--- src/rtl/bcd_pkg.sv ---
// bcd_pkg: shared definitions for the sequential binary-to-BCD converter.
//   - bcd_state_e : converter FSM states
//   - BcdDigitW   : bits per BCD digit
//   - min_digits(): smallest digit count with 10^d > 2^width
package bcd_pkg;

    typedef enum logic [1:0] {
        StIdle,
        StShift,
        StDone
    } bcd_state_e;

    localparam int unsigned BcdDigitW = 4;

    // 2^width is never a power of ten, so the minimum d is floor(width*log10(2)) + 1.
    function automatic int unsigned min_digits(input int unsigned width);
        return (width * 30103) / 100000 + 1;
    endfunction

endpackage

--- src/rtl/bcd_dabble_step.sv ---
// bcd_dabble_step: one combinational double-dabble iteration.
// Adds 3 to every BCD digit >= 5, then shifts the whole {digits, binary} vector left by one.
//   vec_i : {DIGITS BCD digits, WIDTH binary bits} before the iteration
//   vec_o : same vector after add-3 correction and 1-bit left shift
module bcd_dabble_step
    import bcd_pkg::*;
#(
    parameter int unsigned WIDTH  = 16,
    parameter int unsigned DIGITS = 5
) (
    input  logic [BcdDigitW*DIGITS+WIDTH-1:0] vec_i,
    output logic [BcdDigitW*DIGITS+WIDTH-1:0] vec_o
);

    localparam int unsigned TotW = BcdDigitW * DIGITS + WIDTH;

    logic [TotW-1:0] corr;

    always_comb begin
        corr = vec_i;
        for (int unsigned i = 0; i < DIGITS; i++) begin
            if (corr[WIDTH+BcdDigitW*i +: BcdDigitW] >= 4'd5) begin
                corr[WIDTH+BcdDigitW*i +: BcdDigitW] =
                    corr[WIDTH+BcdDigitW*i +: BcdDigitW] + 4'd3;
            end
        end
        vec_o = {corr[TotW-2:0], 1'b0};
    end

endmodule

--- src/rtl/bcd_seq_converter.sv ---
// bcd_seq_converter: sequential binary-to-BCD converter, one double-dabble iteration per clock.
//   clk, rst   : clock, asynchronous active-high reset
//   start      : request a conversion, accepted only while ready=1
//   binary     : value to convert, sampled on the accepting edge
//   ready      : idle, able to accept start
//   valid      : one-cycle pulse once bcd/sign/num_digits carry a new result
//   bcd        : packed BCD result, units digit in [3:0]
//   sign       : input was negative (SIGNED builds only)
//   num_digits : significant digits, 1..DIGITS
module bcd_seq_converter
    import bcd_pkg::*;
#(
    parameter int unsigned WIDTH  = 16,
    parameter int unsigned DIGITS = 5,
    parameter bit          SIGNED = 1'b1
) (
    input  logic                             clk,
    input  logic                             rst,
    input  logic                             start,
    input  logic [WIDTH-1:0]                 binary,
    output logic                             ready,
    output logic                             valid,
    output logic [BcdDigitW*DIGITS-1:0]      bcd,
    output logic                             sign,
    output logic [$clog2(DIGITS+1)-1:0]      num_digits
);

    localparam int unsigned TotW = BcdDigitW * DIGITS + WIDTH;
    localparam int unsigned BcdW = BcdDigitW * DIGITS;
    localparam int unsigned CntW = $clog2(WIDTH);
    localparam int unsigned NdW  = $clog2(DIGITS + 1);

    if (DIGITS < min_digits(WIDTH)) begin : gen_digits_check
        $error("bcd_seq_converter: DIGITS too small for WIDTH");
    end

    bcd_state_e      state_q, state_d;
    logic [TotW-1:0] shift_q, shift_d;
    logic [CntW-1:0] cnt_q, cnt_d;
    logic            neg_q, neg_d;
    logic            ready_q, ready_d;
    logic            valid_q, valid_d;
    logic [BcdW-1:0] bcd_q, bcd_d;
    logic            sign_q, sign_d;
    logic [NdW-1:0]  ndig_q, ndig_d;

    logic [TotW-1:0]  step_out;
    logic [NdW-1:0]   ndig_calc;
    logic             in_neg;
    logic [WIDTH-1:0] in_mag;

    bcd_dabble_step #(
        .WIDTH  (WIDTH),
        .DIGITS (DIGITS)
    ) u_step (
        .vec_i (shift_q),
        .vec_o (step_out)
    );

    // Negation in WIDTH bits maps the most negative value onto its correct magnitude.
    always_comb begin
        in_neg = SIGNED && binary[WIDTH-1];
        in_mag = in_neg ? (~binary + WIDTH'(1)) : binary;
    end

    // Highest nonzero digit of the final iteration's result.
    always_comb begin
        ndig_calc = NdW'(1);
        for (int unsigned i = 0; i < DIGITS; i++) begin
            if (step_out[WIDTH+BcdDigitW*i +: BcdDigitW] != '0) begin
                ndig_calc = NdW'(i + 1);
            end
        end
    end

    always_comb begin
        state_d = state_q;
        shift_d = shift_q;
        cnt_d   = cnt_q;
        neg_d   = neg_q;
        ready_d = ready_q;
        valid_d = valid_q;
        bcd_d   = bcd_q;
        sign_d  = sign_q;
        ndig_d  = ndig_q;
        unique case (state_q)
            StIdle: begin
                if (start) begin
                    neg_d   = in_neg;
                    shift_d = {{BcdW{1'b0}}, in_mag};
                    cnt_d   = '0;
                    ready_d = 1'b0;
                    state_d = StShift;
                end
            end
            StShift: begin
                shift_d = step_out;
                if (cnt_q == CntW'(WIDTH - 1)) begin
                    bcd_d   = step_out[TotW-1 -: BcdW];
                    sign_d  = neg_q;
                    ndig_d  = ndig_calc;
                    valid_d = 1'b1;
                    state_d = StDone;
                end else begin
                    cnt_d = cnt_q + CntW'(1);
                end
            end
            StDone: begin
                valid_d = 1'b0;
                ready_d = 1'b1;
                state_d = StIdle;
            end
            default: state_d = StIdle;
        endcase
    end

    always_ff @(posedge clk or posedge rst) begin
        if (rst) begin
            state_q <= StIdle;
            shift_q <= '0;
            cnt_q   <= '0;
            neg_q   <= 1'b0;
            ready_q <= 1'b1;
            valid_q <= 1'b0;
            bcd_q   <= '0;
            sign_q  <= 1'b0;
            ndig_q  <= NdW'(1);
        end else begin
            state_q <= state_d;
            shift_q <= shift_d;
            cnt_q   <= cnt_d;
            neg_q   <= neg_d;
            ready_q <= ready_d;
            valid_q <= valid_d;
            bcd_q   <= bcd_d;
            sign_q  <= sign_d;
            ndig_q  <= ndig_d;
        end
    end

    assign ready      = ready_q;
    assign valid      = valid_q;
    assign bcd        = bcd_q;
    assign sign       = sign_q;
    assign num_digits = ndig_q;

endmodule

--- config.mk ---
export PLATFORM = sky130hd
export DESIGN_NAME = bcd_seq_converter
export DESIGN_NICKNAME = d
export VERILOG_FILES = /design/src/rtl/bcd_pkg.sv /design/src/rtl/bcd_dabble_step.sv /design/src/rtl/bcd_seq_converter.sv
export SDC_FILE = /design/constraint.sdc
export NUM_CORES = 1
export LEC_CHECK = 0
export CAP_MARGIN = 10
export CORE_MARGIN = 4
export CORE_UTILIZATION = 46
export CTS_CLUSTER_DIAMETER = 200
export DETAILED_ROUTE_END_ITERATION = 16
export PLACE_DENSITY = 0.69
export SLEW_MARGIN = 40
export SYNTH_ARGS = -nofsm -noshare
export SYNTH_HDL_FRONTEND = slang
export SYNTH_HIERARCHICAL = 1
export SYNTH_SLANG_ARGS = --single-unit
--- constraint.sdc ---
create_clock -name clk -period 2.4 [get_ports clk]
set_input_delay 0.48 -clock clk [delete_from_list [all_inputs] [get_ports clk]]
set_output_delay 0.48 -clock clk [all_outputs]
set_load 0.03 [all_outputs]
==> load_flow_metrics.sql, run 1 <==
INSERT INTO impl_metrics (metric_group, metric, value, unit) VALUES
('status', 'status', 'completed', ''),
('floorplanning', 'core_area', '0.00785', 'mm2'),
('worst_setup_path', 'critPathMaxStageDelay', '0.48', 'ns'),
('cts', 'postCtsSetupBuffers', '0', ''),
('detailed_routing', 'num_vias', '3123', ''),
('logic_synthesis', 'synth_fp_nets', '482', ''),
('flow_run', 'cap_viol_max_count', '0', ''),
('cts', 'numClockSinks', '69', ''),
('logic_synthesis', 'syn_inst', '451', ''),
('worst_setup_path', 'crit_type', 'input port to register', ''),
('pwr', 'leakage', '2.23', 'nW'),
('logic_synthesis', 'ys_warn_count', '6', ''),
('detailed_routing', 'drt_wl_total', '7700', 'um'),
('cells_and_area', 'antenna_cells', '0', ''),
('timing', 'final_max_slew_viol_count', '0', ''),
('placed_design', 'detailedPlacementHpwl', '5550', 'um'),
('cells_and_area', 'p_r_area_growth_vs_syn', '20.7', '%'),
('global_route', 'grt_antenna_before_repair', '0', ''),
('cells_and_area', 'final_nets', '530', ''),
('worst_setup_path', 'worst-endpoint-required', '2.62', 'ns'),
('timing', 'maxSlewHeadroom', '64.9', '%'),
('logic_synthesis', 'avg_inst_size_synth', '8.38', 'um2'),
('detailed_routing', 'routed_wire_length_per_instance', '12.7', 'um'),
('floorplanning', 'die-width', '98.6', 'um'),
('logic_synthesis', 'synth_ff_type', 'sky130_fd_sc_hd__dfrtp_1', ''),
('detailed_routing', 'postRouteAntennaNets', '0', ''),
('placed_design', 'post_dp_cell_area', '0.00438', 'mm2'),
('cts', 'htreeDepth', '3', ''),
('timing', 'finalHoldViolCount', '0', ''),
('global_route', 'combined_global_route_utilization_of_all_metal_layers', '16.9', '%'),
('timing', 'final.min_clock_period', '2.27', 'ns'),
('worst_setup_path', 'cp_max_fo', '3', ''),
('logic_synthesis', 'synth_cell_types', '42', ''),
('cells_and_area', 'post_route_cells_drive_above_1_share', '12.3', '%'),
('cts', 'ctsRootBufferMaster', 'sky130_fd_sc_hd__clkbuf_8', ''),
('floorplanning', 'floorplan.die_area', '0.00973', 'mm2'),
('cts', 'ctsResizeCount', '0', ''),
('timing', 'timing.fmax', '441', 'MHz'),
('logic_synthesis', 'yosys_register_bits', '69', ''),
('timing', 'worst_clock_skew', '0.0102', 'ns'),
('cells_and_area', 'fillerInstances', '754', ''),
('timing', 'post-route-period-util', '94.6', '%'),
('hold_path', 'worst_hold_path_type', 'register to register', ''),
('pwr', 'powerDensity', '1320', 'mW/mm2'),
('placed_design', 'globalplace.congestion', '0.841', ''),
('cts', 'tritoncts.num_buffers', '9', ''),
('cts', 'cts_hold_repair.buffers', '0', ''),
('detailed_routing', 'drt-initial-drc-count', '134', ''),
('floorplanning', 'start_util', '48.1', '%'),
('cts', 'cts.reportedPaths.clkPinSlew', '0.07', 'ns'),
('logic_synthesis', 'synth_async_sr_flop_share', '100', '%'),
('detailed_routing', 'avgViaCountPerCell', '5.15', ''),
('floorplanning', 'floorplan.die.height', '98.6', 'um'),
('detailed_routing', 'drt_drc_violations_left', '0', ''),
('cells_and_area', 'final_cell_area', '0.00456', 'mm2'),
('global_route', 'grt_max_degree', '70', ''),
('cts', 'cts_tree', 'built', ''),
('worst_setup_path', 'crit_path_cell_trace', 'clkdlybuf4s50_1, buf_4, or4_4, or2_4, o41ai_4, mux2i_1, a221o_1', ''),
('worst_setup_path', 'worst_ep_arrival_time', '2.49', 'ns'),
('cells_and_area', 'final_cell_mix', 'sky130_fd_sc_hd__nand2_1, sky130_fd_sc_hd__dfrtp_1, sky130_fd_sc_hd__clkdlybuf4s50_1', ''),
('detailed_routing', 'drt_pre_antenna_iters', '4', ''),
('cells_and_area', 'layout.cells.most_common', 'sky130_fd_sc_hd__nand2_1', ''),
('worst_setup_path', 'worst_setup_start_kind', 'input port', ''),
('cts', 'insertion_delay', '0.34', 'ns'),
('placed_design', 'placement.io_buffers', '44', ''),
('floorplanning', 'placementRows', '32', ''),
('timing', 'setup_total_negative_slack', '0', 'ns'),
('logic_synthesis', 'post_synth_instance_area', '0.00378', 'mm2'),
('floorplanning', 'top_level_ports', '45', ''),
('worst_setup_path', 'worst_path_max_delay_cell', 'sky130_fd_sc_hd__or4_4', ''),
('global_route', 'grt_first_pass_wirelength', '13700', 'um'),
('pwr', 'power.ir.vdd_worst', '0.353', 'mV'),
('logic_synthesis', 'yosysSeqAreaShare', '45.8', '%'),
('cts', 'cts-root-to-sink-buffers', '2', ''),
('global_route', 'grt_pass1_vias', '2993', ''),
('timing', 'setup_violations', '0', ''),
('timing', 'tightestPinTransition', '0.525', 'ns'),
('global_route', 'grt_overflow_total', '0', ''),
('logic_synthesis', 'synth-edff-count', '0', ''),
('timing', 'rsz0062_at_grt', 'false', ''),
('worst_setup_path', 'end_kind', 'register', '');
==> worst max-delay path: cells and delay by family <==
kind,cells,cell delay [ns]
compound gates,2,0.57
buf+inv,2,0.57
mux,1,0.12
simple gates,2,0.76
==> kinds of logic after synthesis <==
logic type	after synthesis	synth area share (%)
XOR/XNOR	17	3.94
buffers and inverters	54	7.06
flip-flops	69	45.8
adder cells (fa/ha/maj)	12	3.97
AO/OA/AOI/OAI	64	11.0
multiplexers	7	1.85
AND/OR/NAND/NOR	227	26.3
other	1	0.0993
==> per-layer routing <==
layer	up-vias	track usage, %	wire [um]
li1	1567	-	-
met1	1495	21.1	3560
met2	56	29.8	3770
met3	5	3.18	302
met4	0	5.04	63
met5	-	0	0
==> cell usage after synthesis (all sizes together), types with 4 or more instances <==
cell type | instances | area, um2
nand2 | 149 | 559
xor2 | 4 | 35.0
buf | 20 | 139
or2 | 4 | 27.5
a21oi | 12 | 78.8
o21ai | 35 | 175
ha | 12 | 150
nand3 | 23 | 115
o31ai | 6 | 45.0
xnor2 | 13 | 114
mux2i | 7 | 70.1
clkbuf | 16 | 60.1
inv | 18 | 67.6
nor2 | 19 | 71.3
nand2b | 11 | 68.8
dfrtp | 67 | 1680
or4 | 6 | 52.6
==> state kept, by name, summed over array words and instances, names as in the netlist <==
register and flops:
cnt_q 4, num_digits 3, state_q 2, neg_q 1
ready 1, bcd 20, shift_q 36, sign 1
valid 1
==> stage by stage <==
step	utilization, %	setup WS, ns	total power (W)	instances	hold slack, ns
global route	58.1	0.00857	0.00657	606	0.494
global placement	55.8	-0.265	0.00512	590	0.445
finish	58.1	0.130	0.00602	606	0.458
detailed placement	55.8	-0.313	0.00524	590	0.456
floorplan	-	0.183	0.00438	451	0.439
CTS	57.8	0.0405	0.00605	606	0.466
==> final timing paths <==
| check | startpoint | endpoint | slack [ns] | cells past startpoint |
|---|---|---|---|---|
| hold reg to reg | num_digits[0] | num_digits[0] | 0.46 | 2 |
| max in group asynchronous | rst | ready | 1.53 | 3 |
| hold / removal | num_digits[0] | num_digits[0] | 0.46 | 2 |
| setup reg to reg | shift_q[33] | num_digits[1] | 0.16 | 8 |
| setup / recovery | binary[1] | shift_q[13] | 0.13 | 7 |
| min in group asynchronous | rst | bcd[19] | 0.52 | 3 |
==> power by group <==
group,internal (W),switching (W),total [W]
sequential,0.00172,0.000383,0.00210
combinational,0.00122,0.00190,0.00313
clock,0.000370,0.000428,0.000798
total,0.00331,0.00271,0.00602
==> final cells by class <==
cell class / count / area, um2 / share of cell area, %
inverters: 18 / 67.6 / 1.48
multi-input cells: 328 / 1810 / 39.6
well taps: 102 / 128 / 2.80
clock inverters: 5 / 28.8 / 0.631
repair buffers: 73 / 671 / 14.7
flip-flops and latches: 69 / 1730 / 37.9
clock buffers: 11 / 131 / 2.88
(Power assumes the default switching activity.)
==> inputs of run 2 (changes only) <==
CORE_MARGIN = unset   (was 4)
PLACE_DENSITY = unset   (was 0.69)
PLACE_DENSITY_LB_ADDON = 0.15   (was unset)
==> run 2 against run 1 <==
Sequential share of layout area shrank 1.3 points. Flip-flop and latch count unchanged. First-iteration DRC count is 3.0% higher. Power up 10%. Critical path depth is the same. Combinational power rose by 7.3%. Largest power group unchanged.
==> load_flow_metrics.sql, run 2 (same netlist as run 1, synthesis figures left out) <==
INSERT INTO impl_metrics (metric_group, metric, value, unit) VALUES
('status', 'status', 'completed', ''),
('worst_setup_path', 'end_kind', 'register', ''),
('cells_and_area', 'largest_register_ff_count', '36', ''),
('worst_setup_path', 'regToRegSetupSlack', '0.12', 'ns'),
('floorplanning', 'placementRows', '32', ''),
('cts', 'cts.reportedPaths.clkPinSlew', '0.08', 'ns'),
('pwr', 'switching_fraction_of_total_power', '42.8', '%'),
('cells_and_area', 'fillerInstances', '726', ''),
('floorplanning', 'top_level_ports', '45', ''),
('pwr', 'leakage', '2.30', 'nW'),
('hold_path', 'timing.hold.worst.start', 'num_digits[0]', ''),
('timing', 'post-route-period-util', '95.3', '%'),
('cts', 'postCtsSetupBuffers', '0', ''),
('detailed_routing', 'drt-initial-drc-count', '138', ''),
('pwr', 'power.ir.vdd_worst', '0.690', 'mV'),
('detailed_routing', 'postRouteAntennaNets', '0', ''),
('floorplanning', 'floorplan.die.height', '92.6', 'um'),
('worst_setup_path', 'worst_setup_start_kind', 'input port', ''),
('worst_setup_path', 'worst-endpoint-required', '2.63', 'ns'),
('cts', 'tritoncts.num_buffers', '9', ''),
('cells_and_area', 'p_r_area_growth_vs_syn', '25.3', '%'),
('cts', 'cts_tree', 'built', ''),
('global_route', 'grt_antenna_before_repair', '0', ''),
('detailed_routing', 'drt_drc_violations_left', '0', ''),
('detailed_routing', 'avgViaCountPerCell', '5.15', ''),
('timing', 'setup_total_negative_slack', '0', 'ns'),
('cts', 'insertion_delay', '0.35', 'ns'),
('floorplanning', 'floorplan.die_area', '0.00858', 'mm2'),
('worst_setup_path', 'regToRegEndpoint', 'num_digits[1]', ''),
('worst_setup_path', 'cp_max_fo', '3', ''),
('global_route', 'grt_overflow_total', '0', ''),
('pwr', 'switchingPower', '0.00285', 'W'),
('worst_setup_path', 'rr_worst_depth', '8', ''),
('hold_path', 'min_to', 'num_digits[0]', ''),
('cells_and_area', 'antenna_cells', '0', ''),
('pwr', 'design_power_total', '0.00665', 'W'),
('timing', 'final_max_slew_viol_count', '0', ''),
('placed_design', 'globalplace.congestion', '0.859', ''),
('floorplanning', 'core_area', '0.00785', 'mm2'),
('worst_setup_path', 'crit_type', 'input port to register', ''),
('global_route', 'grt_pass1_vias', '3053', ''),
('pwr', 'pwr-share-clk', '17.7', '%'),
('detailed_routing', 'num_vias', '3163', ''),
('floorplanning', 'start_util', '48.1', '%'),
('cts', 'ctsResizeCount', '1', ''),
('pwr', 'cellInternalPower', '0.00380', 'W'),
('timing', 'final.setup.worst_slack', '0.113', 'ns'),
('detailed_routing', 'drt_wl_total', '8360', 'um'),
('detailed_routing', 'drt_pre_antenna_iters', '4', ''),
('cells_and_area', 'final_nets', '538', ''),
('cells_and_area', 'final_cell_mix', 'sky130_fd_sc_hd__nand2_1, sky130_fd_sc_hd__dfrtp_1, sky130_fd_sc_hd__clkdlybuf4s50_1', ''),
('cts', 'htreeDepth', '3', ''),
('pwr', 'share_comb_of_total_power', '50.6', '%'),
('cells_and_area', 'regMostFlops', 'shift_q', ''),
('detailed_routing', 'routed_wire_length_per_instance', '13.6', 'um'),
('cells_and_area', 'post-route-util', '60.3', '%'),
('hold_path', 'worst_hold_path_type', 'register to register', ''),
('timing', 'timing.fmax', '437', 'MHz'),
('cts', 'cts_hold_repair.buffers', '0', ''),
('timing', 'rsz0062_at_grt', 'false', ''),
('placed_design', 'detailedPlacementHpwl', '5770', 'um'),
('cts', 'cts-root-to-sink-buffers', '2', ''),
('timing', 'worst_clock_skew', '0.0136', 'ns'),
('hold_path', 'hold-path-cell-count', '2', ''),
('global_route', 'grt_max_degree', '70', ''),
('pwr', 'powerDensity', '1410', 'mW/mm2'),
('worst_setup_path', 'worst_ep_arrival_time', '2.51', 'ns'),
('global_route', 'grt_first_pass_wirelength', '14000', 'um'),
('timing', 'final.min_clock_period', '2.29', 'ns'),
('cells_and_area', 'post_route_cells_drive_above_1_share', '14.8', '%'),
('placed_design', 'placement.io_buffers', '44', ''),
('pwr', 'power.share.sequential', '31.7', '%'),
('placed_design', 'pre_cts_slack', '-0.320', 'ns'),
('cts', 'ctsRootBufferMaster', 'sky130_fd_sc_hd__clkbuf_8', ''),
('timing', 'finalHoldViolCount', '0', ''),
('timing', 'setup_violations', '0', ''),
('worst_setup_path', 'rr_startpoint', 'shift_q[32]', ''),
('flow_run', 'cap_viol_max_count', '0', ''),
('cts', 'numClockSinks', '69', ''),
('timing', 'final_hold_slack', '0.459', 'ns'),
('cells_and_area', 'layout.cells.most_common', 'sky130_fd_sc_hd__nand2_1', ''),
('global_route', 'combined_global_route_utilization_of_all_metal_layers', '20.8', '%'),
('floorplanning', 'die-width', '92.6', 'um');
==> run 2: changes by cell type in the layout (fill, tap and decap cells not counted), moves of 2 or more <==
cell                        change
sky130_fd_sc_hd__or4_4          +2
sky130_fd_sc_hd__clkinv_2       -4
sky130_fd_sc_hd__or4_1          -2
sky130_fd_sc_hd__nor4_2         +2
sky130_fd_sc_hd__nor4_1         -2
sky130_fd_sc_hd__bufinv_16      +3
sky130_fd_sc_hd__buf_4          +8
==> run 2: layout make-up <==
cell class / count / area [um2] / share of cell area (%)
well taps: 102 / 128 / 2.70
inverters: 18 / 67.6 / 1.43
flip-flops and latches: 69 / 1730 / 36.6
multi-input cells: 328 / 1830 / 38.6
repair buffers: 81 / 731 / 15.4
clock buffers: 11 / 141 / 2.99
clock inverters: 5 / 108 / 2.27
==> run 2: through the flow <==
stage | std cells | area (um2)
after global placement | 598 | 4440
after floorplan | 451 | 3780
after CTS | 614 | 4690
final | 614 | 4730
after detailed placement | 598 | 4440
after global routing | 614 | 4730
==> run 2: worst max path at each step <==
stage               endpoint  slack, ns   startpoint  cells after the start
4_1_cts        num_digits[1]       0.02  shift_q[32]                      8
2_1_floorplan         bcd[0]       0.18          rst                      1
3_3_place_gp     shift_q[12]      -0.27    binary[0]                      8
3_5_place_dp     shift_q[12]      -0.32    binary[0]                      8
5_1_grt        num_digits[1]       0.04  shift_q[32]                      9
6_report         shift_q[13]       0.11    binary[1]                      7
==> run 2: power groups by stage <==
stage	clock network, W	registers (W)	logic [W]
CTS	0.00120	0.00211	0.00326
finish	0.00118	0.00211	0.00336
floorplan	0	0.00239	0.00199
detailed placement	0	0.00212	0.00325
global placement	0	0.00210	0.00315
global route	0.00125	0.00219	0.00374
==> run 2: worst max-delay path, stage by stage <==
cell and delay [ns]:
sky130_fd_sc_hd__clkdlybuf4s50_1 0.42, sky130_fd_sc_hd__buf_4 0.15, sky130_fd_sc_hd__or4_4 0.48, sky130_fd_sc_hd__or2_4 0.29, sky130_fd_sc_hd__o41ai_4 0.31, sky130_fd_sc_hd__mux2i_1 0.12, sky130_fd_sc_hd__a221o_1 0.26
==> run 2: layer usage <==
metal | vias up | global-route usage [%] | wire [um]
met3 | 16 | 5.25 | 306
met5 | - | 0 | 0
met1 | 1496 | 26.2 | 3880
met2 | 62 | 35.2 | 4040
met4 | 0 | 5.90 | 126
li1 | 1589 | - | -
